==> src/rtl/bcd2bin_reverse_dabble_pkg.sv <==
// Shared constants, FSM encoding and helpers for the BCD-to-binary reverse double-dabble converter.
package bcd2bin_reverse_dabble_pkg;

  localparam int DIGIT_W = 4;

  localparam logic [DIGIT_W-1:0] CORR_THRESH = 4'd8;
  localparam logic [DIGIT_W-1:0] CORR_CONST  = 4'd3;
  localparam logic [DIGIT_W-1:0] DIGIT_MAX   = 4'd9;

  typedef enum logic [1:0] {
    ST_IDLE  = 2'd0,
    ST_SHIFT = 2'd1,
    ST_DONE  = 2'd2
  } state_t;

  function automatic logic digit_invalid(input logic [DIGIT_W-1:0] digit);
    return digit > DIGIT_MAX;
  endfunction

endpackage

==> src/rtl/bcd2bin_reverse_dabble_bcd_digit_corr.sv <==
// One BCD digit correction slice: after a right shift, a digit of 8 or more
// carried a half-ten in from above, so 3 is taken back out.
module bcd_digit_corr
  import bcd2bin_reverse_dabble_pkg::*;
(
  input  logic [DIGIT_W-1:0] digit,
  output logic [DIGIT_W-1:0] corrected
);

  always_comb begin
    corrected = digit;
    if (digit >= CORR_THRESH) begin
      corrected = digit - CORR_CONST;
    end
  end

endmodule

==> src/rtl/bcd2bin_reverse_dabble.sv <==
// Sequential packed-BCD to binary converter (reverse double dabble, one bit per cycle).
// Optional macro BCD_DIGIT_CHECK_EN adds an invalid-digit flag that zeroes the result.
module bcd2bin_reverse_dabble
  import bcd2bin_reverse_dabble_pkg::*;
#(
  parameter int N_DIGITS = 5,
  parameter int BIN_W    = 17
) (
  input  logic                    clk,
  input  logic                    rst,
  input  logic                    start,
  input  logic [4*N_DIGITS-1:0]   bcd_in,
  output logic                    busy,
  output logic                    done,
  output logic [BIN_W-1:0]        bin_out,
  output logic                    err
);

  // State | meaning
  // IDLE  | waiting for start; bcd_in captured on the accepted edge
  // SHIFT | one shift-and-correct iteration per cycle, BIN_W iterations
  // DONE  | done pulses for one cycle with bin_out updated, then IDLE

  localparam int BCD_W = 4 * N_DIGITS;
  localparam int CNT_W = $clog2(BIN_W + 1);
  localparam logic [CNT_W-1:0] LAST_CNT = CNT_W'(BIN_W - 1);

  state_t             state;
  logic [BCD_W-1:0]   bcd_reg;
  logic [BIN_W-1:0]   bin_reg;
  logic [CNT_W-1:0]   count;

  logic [BCD_W+BIN_W-1:0] shifted;
  logic [BCD_W-1:0]       bcd_shift;
  logic [BCD_W-1:0]       bcd_next;
  logic [BIN_W-1:0]       bin_shift;
  logic                   err_q;
  logic                   accept;

  assign accept    = (state == ST_IDLE) && start;
  assign shifted   = {bcd_reg, bin_reg} >> 1;
  assign bcd_shift = shifted[BCD_W+BIN_W-1:BIN_W];
  assign bin_shift = shifted[BIN_W-1:0];

  for (genvar g = 0; g < N_DIGITS; g++) begin : g_corr
    bcd_digit_corr u_corr (
      .digit     (bcd_shift[g*DIGIT_W +: DIGIT_W]),
      .corrected (bcd_next[g*DIGIT_W +: DIGIT_W])
    );
  end

`ifdef BCD_DIGIT_CHECK_EN
  logic any_bad;

  always_comb begin
    any_bad = 1'b0;
    for (int i = 0; i < N_DIGITS; i++) begin
      if (digit_invalid(bcd_in[i*DIGIT_W +: DIGIT_W])) begin
        any_bad = 1'b1;
      end
    end
  end

  // Flag survives the whole conversion so the result can be squashed at DONE.
  always_ff @(posedge clk) begin
    if (rst) begin
      err_q <= 1'b0;
    end else if (accept) begin
      err_q <= any_bad;
    end
  end
`else
  assign err_q = 1'b0;
`endif

  assign err = err_q;

  always_ff @(posedge clk) begin
    if (rst) begin
      state   <= ST_IDLE;
      busy    <= 1'b0;
      done    <= 1'b0;
      bin_out <= '0;
      count   <= '0;
      bcd_reg <= '0;
      bin_reg <= '0;
    end else begin
      done <= 1'b0;
      case (state)
        ST_IDLE: begin
          if (accept) begin
            bcd_reg <= bcd_in;
            bin_reg <= '0;
            count   <= '0;
            busy    <= 1'b1;
            state   <= ST_SHIFT;
          end
        end
        ST_SHIFT: begin
          bcd_reg <= bcd_next;
          bin_reg <= bin_shift;
          count   <= count + CNT_W'(1);
          if (count == LAST_CNT) begin
            bin_out <= err_q ? '0 : bin_shift;
            done    <= 1'b1;
            state   <= ST_DONE;
          end
        end
        ST_DONE: begin
          busy  <= 1'b0;
          state <= ST_IDLE;
        end
        default: begin
          busy  <= 1'b0;
          state <= ST_IDLE;
        end
      endcase
    end
  end

endmodule

==> config.mk <==
export PLATFORM = sky130hd
export DESIGN_NAME = bcd2bin_reverse_dabble
export DESIGN_NICKNAME = d
export VERILOG_FILES = /design/src/rtl/bcd2bin_reverse_dabble_pkg.sv /design/src/rtl/bcd2bin_reverse_dabble_bcd_digit_corr.sv /design/src/rtl/bcd2bin_reverse_dabble.sv
export SDC_FILE = /design/constraint.sdc
export NUM_CORES = 1
export LEC_CHECK = 0
export CAP_MARGIN = 0
export CORE_UTILIZATION = 54
export CTS_CLUSTER_SIZE = 25
export DETAILED_ROUTE_END_ITERATION = 16
export GPL_ROUTABILITY_DRIVEN = 0
export GPL_TIMING_DRIVEN = 1
export PLACE_DENSITY = 0.88
export SYNTH_ARGS = -nofsm -noshare
export SYNTH_HDL_FRONTEND = slang
export SYNTH_HIERARCHICAL = 1
export SYNTH_SLANG_ARGS = --single-unit
==> constraint.sdc <==
create_clock -name clk -period 1.9 [get_ports clk]
set_input_delay 0.38 -clock clk [delete_from_list [all_inputs] [get_ports clk]]
set_output_delay 0.38 -clock clk [all_outputs]
set_load 0.02 [all_outputs]
==> results of run 1 <==
## logic make-up (layout without fill, tap and decap cells)
group                      Yosys count  count (layout)
xor gates and xnor gates            10              10
AOI/OAI and AO/OA                   90              90
muxes                                2               2
and+or+nand+nor                    122             122
buffers and inverters               40              81
adders and majority gates           12              12
DFF                                 62              62
other                                1               6
## cells in the final DEF, fill, tap and decap left out, types with 2 or more instances in the layout
cell,synthesis,final
xor2_1,5,5
bufinv_16,0,3
inv_1,12,12
clkdlybuf4s50_1,0,40
nor2b_1,7,7
o2bb2ai_1,7,7
clkbuf_8,0,11
a22oi_1,17,17
a211oi_1,21,21
mux2_2,2,2
nor2_1,48,48
a21oi_1,17,17
buf_12,1,3
xnor2_1,5,5
dfxtp_1,62,62
ha_1,12,12
o21ai_2,10,10
conb_1,1,6
buf_4,2,7
o22ai_1,2,2
o21ai_0,12,12
nand4_1,2,2
nor3b_1,3,3
nand2_1,17,17
nand4b_1,17,17
clkbuf_1,9,2
clkinv_1,2,2
nand2b_1,24,24
## metrics by stage
step / cell area [um^2] / total power, mW / instances / hold slack, ps
3_3_place_gp: 3480 / 1.78 / 439 / 464
5_1_grt: 3730 / 3.34 / 455 / 495
3_5_place_dp: 3480 / 1.79 / 439 / 464
4_1_cts: 3730 / 3.22 / 455 / 476
6_report: 3730 / 3.20 / 455 / 474
2_1_floorplan: 3000 / 1.67 / 344 / 476
## routing by layer
metal	GRT usage [%]	vias up	wire, um
met2	37.7	56	2900
met1	27.7	1178	2750
met3	5.03	13	212
met5	0	-	0
li1	-	1254	-
met4	13.1	0	140
## cells in the mapped netlist
library cell  instances
nor4bb_1              1
and2_1                1
mux2_2                2
nor3b_1               3
nor3_1                1
nor2_1               48
and2b_1               1
buf_4                 2
o21ai_2              10
nand4_1               2
o211a_1               1
a211oi_1             21
clkinv_1              2
dfxtp_1              62
xor2_1                5
buf_1                 1
a311oi_1              1
inv_1                12
buf_2                12
nand2b_1             24
nor2b_1               7
buf_6                 1
xnor2_1               5
o2bb2ai_1             7
nand2_1              17
o22ai_1               2
o21ba_2               1
conb_1                1
nand4b_1             17
ha_1                 12
clkbuf_1              9
o21bai_2              1
o21ai_0              12
a21oi_1              17
buf_12                1
a22oi_1              17
## cell type report
class / instances / share of cell area [%]
inverters: 14 / 1.41
flip-flops and latches: 62 / 33.3
clock inverters: 3 / 2.42
repair buffers: 51 / 13.9
multi-input cells: 242 / 42.4
well taps: 70 / 2.35
clock buffers: 13 / 4.26
## power groups by stage
stage	clock (mW)	sequential, mW	combinational, mW
floorplan	0	1.42	0.249
global placement	0	1.44	0.341
detailed placement	0	1.44	0.354
CTS	1.45	1.41	0.357
global route	1.52	1.42	0.401
finish	1.43	1.41	0.358
## worst register-to-register path, delay by kind of cell (launching register included)
kind,cells,cell delay [ps]
compound gates,1,100
fa+ha+maj,1,150
buf+inv,2,260
flops,1,350
simple gates,2,590
## path summary, 6_finish.rpt
kind,endpoint,slack (ps),cells past startpoint
setup / recovery,bin_out[6],230,1
hold / removal,bin_out[2],470,2
setup reg to reg,bin_out[1],350,6
hold reg to reg,bin_out[2],470,2
==> reports/metrics.cfg, run 1 <==
[run_status]
outcome = complete, no violations

[global_routing]
antenna_found_initial = 0
grt_max_degree = 82
grtUsageTotal_pct = 23.0
grt_pass1_vias = 2418
grt_pass1_wl_mm = 10.7
overflow = 0

[clock_tree]
clk_pin_slew_ps = 70
cts_setup_buffers = 0
clkLatencyLatePin_ps = 330
cts_root_buffer = clkbuf_8
htreeDepth = 3
cts_inserted_buffers = 9
cts_buffer_depth = 2
cts_resized = 0
postCtsHoldBufs = 0
cts_tree = done
cts_sinks = 62

[floorplanning]
coreArea_um2 = 5200
die_h_um = 76.3
die_area_um2 = 5830
die_w_um = 76.3
row_count = 26
top_level_ports = 43
start_util_pct = 57.3

[sta]
finalCritPeriodShare_pct = 88.0
setup_viol = 0
fmax_mhz = 598
rsz0062_at_grt = no
final.setup_skew_ps = 9.01
hold_viol_final = 0
fin_crit_ps = 1670
setup_ws_ps = 228
drv_slew = 0
tns_ps = 0

[setup_path]
cp-start-kind = flop
cp-startpoint = bin_out[6]
cp_max_fo = 2
critPathKind = flop to output port
crit_required_ps = 1520
cp.arrival_ps = 1290
critical-path-max-stage-delay_ps = 610
worst_setup_path_end_kind = output port
crit_chain = clkdlybuf4s50_1
r2r-start = count[0]
critPathBufInv = 1
critical-path-top-delay-family = buffers and inverters
critPathSlowestCell = clkdlybuf4s50_1

[cells_and_area]
largest_register_ffs = 20
nets = 415
multi_input_area_um2 = 1580
diodes = 0
layout-drive-gt1-share_pct = 10.4
fillers = 388
final_util_pct = 71.6
regArea_um2 = 1240
area_growth_pct = 24.9

[placement]
dp_hpwl_mm = 3.82
place_ws_ps = 139
portBuffers = 41

[route]
drtPass1Iterations = 5
drt_iter0_markers = 108
avgRoutedWirePerCell_um = 13.2
postRouteAntennaNets = 0
viasPerCell = 5.50
drc = 0
vias = 2501
wirelength_mm = 6.00

[synth]
synth_seq_cells = 62
synth_top_family_by_area = simple AND/OR/NAND/NOR gates
syn_inst = 339
synth_top_area_share_pct = 41.6
yosysSeqAreaShare_pct = 41.6
yosys.area_share.simple_pct = 21.8
synth_area_per_cell_um2 = 8.80
synthAdderAreaFrac_pct = 5.03
syn_area_um2 = 2980
synth_compound_area_share_pct = 21.2
yosysTopAreaCell = dfxtp_1
synth_cell_type_count = 36
ys_top_cells_by_area = dfxtp_1, nor2_1, a211oi_1
yosys_warnings = 6
synthMuxAreaShare_pct = 0.755
synth_xor_xnor_area_share_pct = 2.94

[power]
p_sw_share_pct = 22.7
pwr-share-seq_pct = 44.1
net-switching-power_uw = 726
powerDensity_nw_per_um2 = 857
power_frac_comb_pct = 11.2
p_int_mw = 2.47
cellLeakagePower_nw = 1.41
power_frac_clock_pct = 44.7
ir_worst_vdd_mv = 0.514

[worst_hold_path]
hold_class = flop to flop
min_from = bin_out[2]

[job]
cap_violations = 0

Note: power is estimated with default switching activity, not from simulation.
==> run 2, diff against run 1 <==
- RECOVER_POWER: unset -> 50
==> reports/metrics.cfg, run 2 (same netlist as run 1, synthesis figures left out) <==
[run_status]
outcome = complete, no violations

[worst_hold_path]
hold_class = flop to flop
whs_path_depth = 2  ; unchanged
hold-path-endpoint = bin_out[2]
min_from = bin_out[2]

[setup_path]
critPathKind = flop to output port
worst_setup_path_end_kind = output port
r2r_cells = 4  ; -2
r2r-end = bcd_reg[10]
critical-path-top-delay-family = buffers and inverters
r2r-start = state[0]
critical-path-max-stage-delay_ps = 610  ; about the same
cp.arrival_ps = 1290  ; about the same
critPathSlowestCell = clkdlybuf4s50_1
cp_max_fo = 2  ; unchanged
critPathBufInv = 1  ; unchanged
cp-start-kind = flop
crit_chain = clkdlybuf4s50_1
reg2reg_slack_ps = 250  ; -100 ps
crit_required_ps = 1520  ; about the same

[placement]
dp_cells = 439  ; unchanged
dp_hpwl_mm = 3.82  ; unchanged
placed_area_um2 = 3480  ; unchanged
portBuffers = 41  ; unchanged

[global_routing]
grtUsageTotal_pct = 23.0  ; unchanged
grt_use_met1_pct = 27.7  ; unchanged
busiest_layer = met2
grt_pass1_wl_mm = 10.7  ; unchanged
antenna_found_initial = 0  ; unchanged
overflow = 0  ; unchanged
grtUsageMet2_pct = 37.7  ; unchanged
grt_max_degree = 82  ; unchanged
use_met3_pct = 5.03  ; unchanged
grt_pass1_vias = 2418  ; unchanged

[floorplanning]
die_w_um = 76.3  ; unchanged
row_count = 26  ; unchanged
start_util_pct = 57.3  ; unchanged
coreArea_um2 = 5200  ; unchanged
top_level_ports = 43  ; unchanged
die_area_um2 = 5830  ; unchanged
die_h_um = 76.3  ; unchanged

[clock_tree]
cts_tree = done
cts_sinks = 62  ; unchanged
clk_pin_slew_ps = 70  ; about the same
clkLatencyLatePin_ps = 330  ; about the same
cts_setup_buffers = 0  ; unchanged
cts_root_buffer = clkbuf_8
htreeDepth = 3  ; unchanged
cts_resized = 0  ; unchanged
cts_buffer_depth = 2  ; unchanged
cts_inserted_buffers = 9  ; unchanged
postCtsHoldBufs = 0  ; unchanged

[sta]
final.setup_skew_ps = 9.64  ; +0.623 ps
setup_viol = 0  ; unchanged
tns_ps = 0  ; unchanged
drv_slew = 0  ; unchanged
finalCritPeriodShare_pct = 88.1  ; +0.091 points
fmax_mhz = 597  ; -0.10%
hold_viol_final = 0  ; unchanged
fin_crit_ps = 1670  ; +1.72 ps
rsz0062_at_grt = no

[cells_and_area]
nets = 415  ; unchanged
final_cell_mix = dfxtp_1, nor2_1, clkdlybuf4s50_1
fillers = 395  ; +1.8%
diodes = 0  ; unchanged
multi_input_area_um2 = 1560  ; -1.2%
final_util_pct = 71.1  ; -0.58 points
layout-drive-gt1-share_pct = 9.61  ; -0.78 points
regArea_um2 = 1240  ; unchanged
final_cells = 455  ; unchanged
finalInstanceArea_um2 = 3700  ; -0.81%
largest_register_ffs = 20  ; unchanged
area_growth_pct = 23.9
final_common_cell = dfxtp_1

[route]
avgRoutedWirePerCell_um = 13.4  ; +1.3%
wirelength_mm = 6.08  ; +1.3%
viasPerCell = 5.48  ; -0.32%
postRouteAntennaNets = 0  ; unchanged
vias = 2493  ; -0.32%
drtPass1Iterations = 5  ; unchanged
drt_iter0_markers = 104  ; -3.7%
drc = 0  ; unchanged

[job]
cap_violations = 0  ; unchanged

[power]
powerDensity_nw_per_um2 = 864  ; +0.75%
ir_worst_vdd_mv = 0.514  ; about the same
cellLeakagePower_nw = 1.40  ; -0.71%

run 2: changes by cell type in the layout (fill, tap and decap cells not counted):
cell | previous run | this run
clkdlybuf4s50_1 | 40 | 39
nor4bb_4 | 1 | 0
clkbuf_2 | 0 | 3
o21ai_2 | 10 | 9
buf_4 | 7 | 3
dlygate4sd3_1 | 0 | 1
nor4bb_1 | 0 | 1
clkbuf_1 | 2 | 3
o21ai_0 | 12 | 13
run 2: worst max-delay path by stage:
stage,startpoint,to,slack (ps),cells after the start
floorplan,count[0],bin_out[10],420,8
global placement,start,count[4],180,4
detailed placement,start,count[3],140,4
CTS,bin_out[3],bin_out[3],210,1
global route,count[0],bin_out[16],110,6
finish,bin_out[6],bin_out[6],230,1
run 2: layout make-up:
class	count	area share [%]
tap	70	2.37
inverter	14	1.42
clock inverter	3	2.44
timing repair buffer	51	13.7
multi-input combinational	242	42.2
clock buffer	13	4.30
sequential	62	33.6
run 2: through the flow:
step	power [mW]	worst slack (ps)	hold slack, ps
2_1_floorplan	1.67	419	476
3_5_place_dp	1.79	139	464
5_1_grt	3.34	110	495
6_report	3.19	226	474
4_1_cts	3.22	211	476
3_3_place_gp	1.78	183	464
run 2: power breakdown:
part	internal [mW]	total (mW)	switching (mW)
Clock	0.945	1.43	0.486
Sequential	1.35	1.41	0.0601
Combinational	0.170	0.353	0.183
run 2: routing by layer:
layer / wire (um) / share of wire [%] / up-vias
li1: - / - / 1253
met1: 2830 / 46 / 1191
met2: 2970 / 49 / 36
met3: 149 / 2.5 / 13
met4: 140 / 2.3 / 0
met5: 0 / 0 / -
==> run 3, diff against run 2 <==
- CORE_UTILIZATION: 54 -> 55
- DONT_BUFFER_PORTS: unset -> 1
- PLACE_DENSITY: 0.88 -> 0.79
==> reports/metrics.cfg, run 3 (same netlist as run 1, synthesis figures left out) <==
[clock_tree]
cts_tree = done
cts_buffer_depth = 2  ; unchanged
cts_sinks = 62  ; unchanged
cts_resized = 0  ; unchanged
cts_root_buffer = clkbuf_8
clk_pin_slew_ps = 70  ; about the same
postCtsHoldBufs = 0  ; unchanged
cts_setup_buffers = 0  ; unchanged
cts_inserted_buffers = 9  ; unchanged
htreeDepth = 3  ; unchanged
clkLatencyLatePin_ps = 330  ; about the same

[setup_path]
crit_chain = o21bai_1, buf_4, a21oi_1, a211oi_1
crit_required_ps = 2150  ; +630 ps
critical-path-max-stage-delay_ps = 520  ; -90 ps
cp.arrival_ps = 1850  ; +560 ps
cp-start-kind = flop
cp_max_fo = 13  ; +11
critPathKind = flop to flop
critPathSlowestCell = o21bai_1
worst_setup_path_end_kind = flop

[floorplanning]
row_count = 26  ; unchanged
die_area_um2 = 5720  ; -1.8%
start_util_pct = 57.7  ; +0.36 points
coreArea_um2 = 5170  ; -0.62%
die_h_um = 75.7  ; -0.88%
top_level_ports = 43  ; unchanged
die_w_um = 75.7  ; -0.88%

[power]
ir_worst_vdd_mv = 0.440  ; -14%
powerDensity_nw_per_um2 = 855  ; -1.0%
cellLeakagePower_nw = 1.21  ; -14%

[placement]
dp_hpwl_mm = 3.64  ; -4.7%
portBuffers = 0  ; -100%
dp_cells = 396  ; -9.8%

[cells_and_area]
final_cells = 412  ; -9.5%
nets = 372  ; -10%
largest_register_ffs = 20  ; unchanged
diodes = 0  ; unchanged
final_common_cell = dfxtp_1
layout-drive-gt1-share_pct = 10.8  ; +1.2 points
area_growth_pct = 7.71
final_util_pct = 62.1  ; -8.9 points
final_cell_mix = dfxtp_1, nor2_1, nand2b_1

[route]
drt_iter0_markers = 140  ; +35%
avgRoutedWirePerCell_um = 13.6  ; +1.8%
wirelength_mm = 5.61  ; -7.8%
postRouteAntennaNets = 0  ; unchanged
viasPerCell = 5.47  ; -0.24%
drc = 0  ; unchanged
vias = 2252  ; -9.7%
drtPass1Iterations = 4  ; -1

[sta]
fin_crit_ps = 1600  ; -74.5 ps
setup_viol = 0  ; unchanged
hold_viol_final = 0  ; unchanged
finalCritPeriodShare_pct = 84.2  ; -3.9 points
final.setup_skew_ps = 8.90  ; -0.737 ps
drv_slew = 0  ; unchanged
slew_headroom_pct = 61.4
max_slew.worst_pin.slew_ps = 577
rsz0062_at_grt = no
tns_ps = 0  ; unchanged
fmax_mhz = 625  ; +4.7%

[global_routing]
grt_pass1_wl_mm = 9.07  ; -15%
grt_pass1_vias = 1995  ; -17%
antenna_found_initial = 0  ; unchanged
grt_max_degree = 82  ; unchanged
overflow = 0  ; unchanged
grtUsageTotal_pct = 21.0  ; -1.9 points

[worst_hold_path]
hold_class = input pin to flop

[job]
cap_violations = 0  ; unchanged

[run_status]
outcome = complete, no violations

## run 3: metrics by stage
| stage | area (um^2) | power (mW) | worst slack, ps | hold WS [ps] |
|---|---|---|---|---|
| floorplan | 3000 | 1.67 | 419 | 476 |
| finish | 3210 | 2.75 | 300 | 124 |
| global route | 3210 | 2.88 | 124 | 90.8 |
| global placement | 3030 | 1.70 | 411 | 461 |
| detailed placement | 3030 | 1.71 | 382 | 460 |
| CTS | 3220 | 2.77 | 382 | 106 |
## run 3: cell type report
| class | instances | area [um^2] |
|---|---|---|
| Inverter | 14 | 52.6 |
| Clock inverter | 3 | 17.5 |
| Tap cell | 70 | 87.6 |
| Multi-Input combinational cell | 242 | 1580 |
| Sequential cell | 62 | 1240 |
| Fill cell | 438 | 1960 |
| Clock buffer | 13 | 169 |
| Timing Repair Buffer | 8 | 70.1 |
## run 3: path summary, 6_finish.rpt
| kind | slack, ps | end | startpoint | cells after the start |
|---|---|---|---|---|
| max | 300 | bcd_reg[5] | state[0] | 4 |
| min | 120 | bin_reg[13] | rst | 1 |
| max reg2reg | 300 | bcd_reg[5] | state[0] | 4 |
| min reg2reg | 520 | bin_out[15] | bin_reg[16] | 2 |
## run 3: per-layer routing
metal | vias up | wire, um | GRT usage (%)
li1 | 1166 | - | -
met1 | 1046 | 2740 | 27.3
met2 | 32 | 2510 | 32.3
met3 | 8 | 278 | 7.28
met4 | 0 | 72 | 8.02
met5 | - | 0 | 0
## run 3: power by group
part | leakage, nW | total, mW | internal (mW) | switching [mW]
clock | 0.0954 | 1.07 | 0.576 | 0.492
combinational | 0.607 | 0.267 | 0.124 | 0.143
sequential | 0.505 | 1.41 | 1.35 | 0.0632
total | 1.21 | 2.75 | 2.05 | 0.698
## run 3: critical path: cells and delay by family, from the launching register on
kind / cells / cell delay [ps]
compound gates: 3 / 830
flops: 1 / 400
buf+inv: 1 / 300
==> RTL edit 1 (settings of run 3) <==
The 3 states of `state_t` get a one-hot encoding in 3 bits.
--- a/src/rtl/bcd2bin_reverse_dabble_pkg.sv
+++ b/src/rtl/bcd2bin_reverse_dabble_pkg.sv
@@ -7,10 +7,10 @@
   localparam logic [DIGIT_W-1:0] CORR_CONST  = 4'd3;
   localparam logic [DIGIT_W-1:0] DIGIT_MAX   = 4'd9;
 
-  typedef enum logic [1:0] {
-    ST_IDLE  = 2'd0,
-    ST_SHIFT = 2'd1,
-    ST_DONE  = 2'd2
+  typedef enum logic [2:0] {
+    ST_IDLE  = 3'b001,
+    ST_SHIFT = 3'b010,
+    ST_DONE  = 3'b100
   } state_t;
 
   function automatic logic digit_invalid(input logic [DIGIT_W-1:0] digit);
Behaviour: same outputs for any inputs over 10 cycles, from zero or initial values and one cycle with rst high; not proved beyond that.
==> RTL edit 1 against run 3 <==
Sequential cell count grew 1; highest routed layer unchanged; synthesized area grew 2.1%; setup slack lost 0.11 ns; design area grew 0.16%; critical endpoint is now bcd_reg[0]; core utilization shrank 0.68 points; critical path type unchanged; wire length grew 11%; power grew 4.3%.
==> RTL edit 1: results (changes against run 3) <==
| Metric | Value |
|---|---|
| Clk buf depth | `2 (unchanged)` |
| Seq/Total Area, Yosys | `0.414 (was 0.416)` |
| CP max stage cell | `dfxtp_1 (was o21bai_1)` |
| Status | `complete, no violations (unchanged)` |
| Post-CTS Setup Inserts | `0 (unchanged)` |
| Layout net count | `395 (was 372)` |
| First-pass GRT wire length | `10500 um (was 9070 um)` |
| Layout cells sized above 1 | `0.0795 (was 0.108)` |
| Slowest stage delay, CP | `0.45 ns (was 0.52 ns)` |
| FILL cells | `444 (was 438)` |
| Leak | `1.08 nW (was 1.21 nW)` |
| Buffers added on ports | `0 (unchanged)` |
| Metal1 wirelength | `2960 um (was 2740 um)` |
| Latest clock arrival within the worst-skew pair | `0.35 ns (was 0.33 ns)` |
| Largest net degree at the start of global routing | `64 (was 82)` |
| Peak fanout along the critical path | `28 (was 13)` |
| Vias/cell | `5.73 (was 5.47)` |
| Met2 Wirelength | `2810 um (was 2510 um)` |
| Min-delay worst type | `input port to flop (unchanged)` |
| Synth top area cells | `dfxtp_1, a21oi_1, o21ai_0 (was dfxtp_1, nor2_1, a211oi_1)` |
| Starting DRT DRC Count | `229 (was 140)` |
| Number of global-route vias before repair | `2316 (was 1995)` |
| Post-DP Area | `3040 sq um (was 3030 sq um)` |
| Switching share of power | `0.259 (was 0.254)` |
| Detailed Route WL | `6210 um (was 5610 um)` |
| Overall routing resource usage | `0.223 (was 0.210)` |
| Met3 WL | `379 um (was 278 um)` |
| CP delay by family, top | `simple AND/OR/NAND/NOR gates (was compound AO/OA/AOI/OAI gates)` |
| Synth top cells by count | `dfxtp_1, nand2_1, a21oi_1, o21ai_0, nand3_1 (was dfxtp_1, nor2_1, nand2b_1, a211oi_1)` |
| Starting Density | `0.582 (was 0.577)` |
| Peak VDD IR | `0.000412 V (was 0.000440 V)` |
| Dpl hpwl | `3760 um (was 3640 um)` |
| Layout Skew | `0.00656 ns (was 0.00890 ns)` |
| CP arrival | `1.96 ns (was 1.85 ns)` |
| Cts repair resizes | `0 (unchanged)` |
| Fin util | `0.615 (was 0.621)` |
| Synth cell types | `38 (was 36)` |
## RTL edit 1: cell type report
class	count	share of cell area
multi-input cells	266	0.479
flip-flops and latches	63	0.392
clock buffers	10	0.0428
well taps	70	0.0272
repair buffers	8	0.0264
clock inverters	6	0.0187
inverters	12	0.0140
## RTL edit 1: power groups by stage
stage	logic, mW	clock network (mW)	registers [mW]
final	0.264	1.16	1.44
after global routing	0.302	1.24	1.45
after CTS	0.265	1.17	1.44
after detailed placement	0.262	0	1.47
after global placement	0.253	0	1.47
after floorplan	0.251	0	1.45
## RTL edit 1: final timing paths
kind / startpoint / to / slack, ns / depth (start not counted)
worst max-delay path: state[1] / bcd_reg[0] / 0.19 / 4
worst min-delay path: rst / count[1] / 0.1 / 1
worst min register to register: bin_reg[6] / bin_reg[5] / 0.46 / 2
worst max register to register: state[1] / bcd_reg[0] / 0.19 / 4
## RTL edit 1: worst register-to-register path, cell delays in order, from the launching register on
cell      delay (ns)
dfxtp_1         0.45
nor3b_1         0.44
buf_4           0.37
nor3_1          0.10
a211oi_1        0.25
## RTL edit 1: kinds of logic (layout without fill, tap and decap cells)
family | count (synthesis) | in the layout | share of synthesized area
fa+ha+maj | 12 | 12 | 0.0493
xor+xnor | 11 | 11 | 0.0316
compound gates | 110 | 110 | 0.209
simple gates | 127 | 127 | 0.213
flops | 63 | 63 | 0.414
buf+inv | 45 | 36 | 0.0829
other cells | 1 | 6 | 0.00123
## RTL edit 1: routing by layer
layer,vias to the layer above,global-route usage
met4,0,0.121
met5,-,0
met2,51,0.334
met1,1168,0.287
met3,7,0.0683
li1,1268,-
## RTL edit 1: through the flow
stage | power, mW | worst slack, ns | std cells
after CTS | 2.88 | 0.243 | 435
after floorplan | 1.70 | 0.497 | 374
after global routing | 2.99 | 0.0622 | 435
after global placement | 1.72 | 0.349 | 419
final | 2.87 | 0.187 | 435
after detailed placement | 1.73 | 0.267 | 419
==> RTL edit 2 (flow settings as in run 3) <==
Made on the original files. Add a define of `BCD_DIGIT_CHECK_EN`.
--- a/src/rtl/bcd2bin_reverse_dabble.sv
+++ b/src/rtl/bcd2bin_reverse_dabble.sv
@@ -1,5 +1,7 @@
 // Sequential packed-BCD to binary converter (reverse double dabble, one bit per cycle).
 // Optional macro BCD_DIGIT_CHECK_EN adds an invalid-digit flag that zeroes the result.
+`define BCD_DIGIT_CHECK_EN
+
 module bcd2bin_reverse_dabble
   import bcd2bin_reverse_dabble_pkg::*;
 #(
Function: changed (a bounded check fails within 4 cycles, from zero or initial values and one cycle with rst high).
==> RTL edit 2 against run 3 <==
Via count grew 15%; fmax grew 3.3%; design area grew 5.5%; power rose by 13%; clock power grew 21%; sequential share of layout area is 1.4 points lower; synthesized area rose by 6.9%; wire length grew 19%; sequential cell count up 1; critical path depth did not move; setup slack improved by 0.050 ns; die area up 6.7%; critical path type unchanged.
==> RTL edit 2: results (changes against run 3) <==
| Metric | Value |
|---|---|
| Number of global-route vias before repair | `2506 (was 1995)` |
| Comb_multi_in | `269 (was 242)` |
| Area growth from synthesis to layout | `6.31% (was 7.71%)` |
| Largest net degree at the start of global routing | `64 (was 82)` |
| Synth top area cells | `dfxtp_1, a21oi_1, nor2_1 (was dfxtp_1, nor2_1, a211oi_1)` |
| Syn Area/Cell | `8.60 sq um (was 8.80 sq um)` |
| Seq/Total Area, Yosys | `0.395 (was 0.416)` |
| Metal1 wirelength | `3070 um (was 2740 um)` |
| Clock network share of area | `0.0657 (was 0.0580)` |
| Status | `complete, no violations (unchanged)` |
| Worst hold path endpoint | `bin_out[4] (was bin_reg[13])` |
| Hold slack | `0.101 ns (was 0.124 ns)` |
| Rel. slew slack | `0.634 (was 0.614)` |
| Total net switching power | `781 uW (was 698 uW)` |
| CP arrival | `1.83 ns (was 1.85 ns)` |
| Via count | `2583 (was 2252)` |
| RR Endpoint | `count[2] (was bcd_reg[5])` |
| M2 GR Usage | `0.374 (was 0.323)` |
| Bufs w/o clock | `10 (was 8)` |
| Buffering overhead | `0.0184 (was 0.0218)` |
| CLK BUF | `11 (was 13)` |
| Drt wl/cell | `15.1 um (was 13.6 um)` |
| Slowest stage delay, CP | `0.47 ns (was 0.52 ns)` |
| Synth top cells by count | `dfxtp_1, a21oi_1, nor2_1, o21ai_0 (was dfxtp_1, nor2_1, nand2b_1, a211oi_1)` |
| Met3 global-route usage | `0.0674 (was 0.0728)` |
| Synth Cell Area | `3190 sq um (was 2980 sq um)` |
| GR Util met1 | `0.294 (was 0.273)` |
| XOR/XNOR share of the synthesized area | `0.0275 (was 0.0294)` |
| Compound-cell area share of the yosys netlist | `0.191 (was 0.212)` |
| Fraction of area in multi-input gates | `0.503 (was 0.490)` |
| FILL cells | `470 (was 438)` |
| Vias/cell | `5.83 (was 5.47)` |
| Tcrit/Tclk final | `0.815 (was 0.842)` |
## RTL edit 2: cell types whose count changed after synthesis, moves of 7 or more
| cell | run 3 | this run |
|---|---|---|
| a211oi_1 | 21 | 0 |
| a21oi_1 | 17 | 43 |
| nand2b_1 | 24 | 15 |
| nor2_1 | 48 | 41 |
| nor3_1 | 1 | 16 |
| o21ai_0 | 12 | 23 |
| o21ai_2 | 10 | 0 |
| o2bb2ai_1 | 7 | 0 |
| or3b_1 | 0 | 13 |
## RTL edit 2: kinds of logic (layout without fill, tap and decap cells)
kind of cell             count (synthesis)  count (layout)
AND/OR/NAND/NOR                        142             142
other                                    1               5
buffers and inverters                   43              39
adder cells (fa/ha/maj)                 12              12
flip-flops                              63              63
multiplexers                             1               1
AO/OA/AOI/OAI                           99              99
XOR/XNOR                                10              10
## RTL edit 2: per-stage QoR
step | util | power (mW)
after floorplan | - | 1.79
after CTS | 0.615 | 3.12
after detailed placement | 0.575 | 1.83
final | 0.612 | 3.09
after global routing | 0.612 | 3.24
after global placement | 0.575 | 1.81
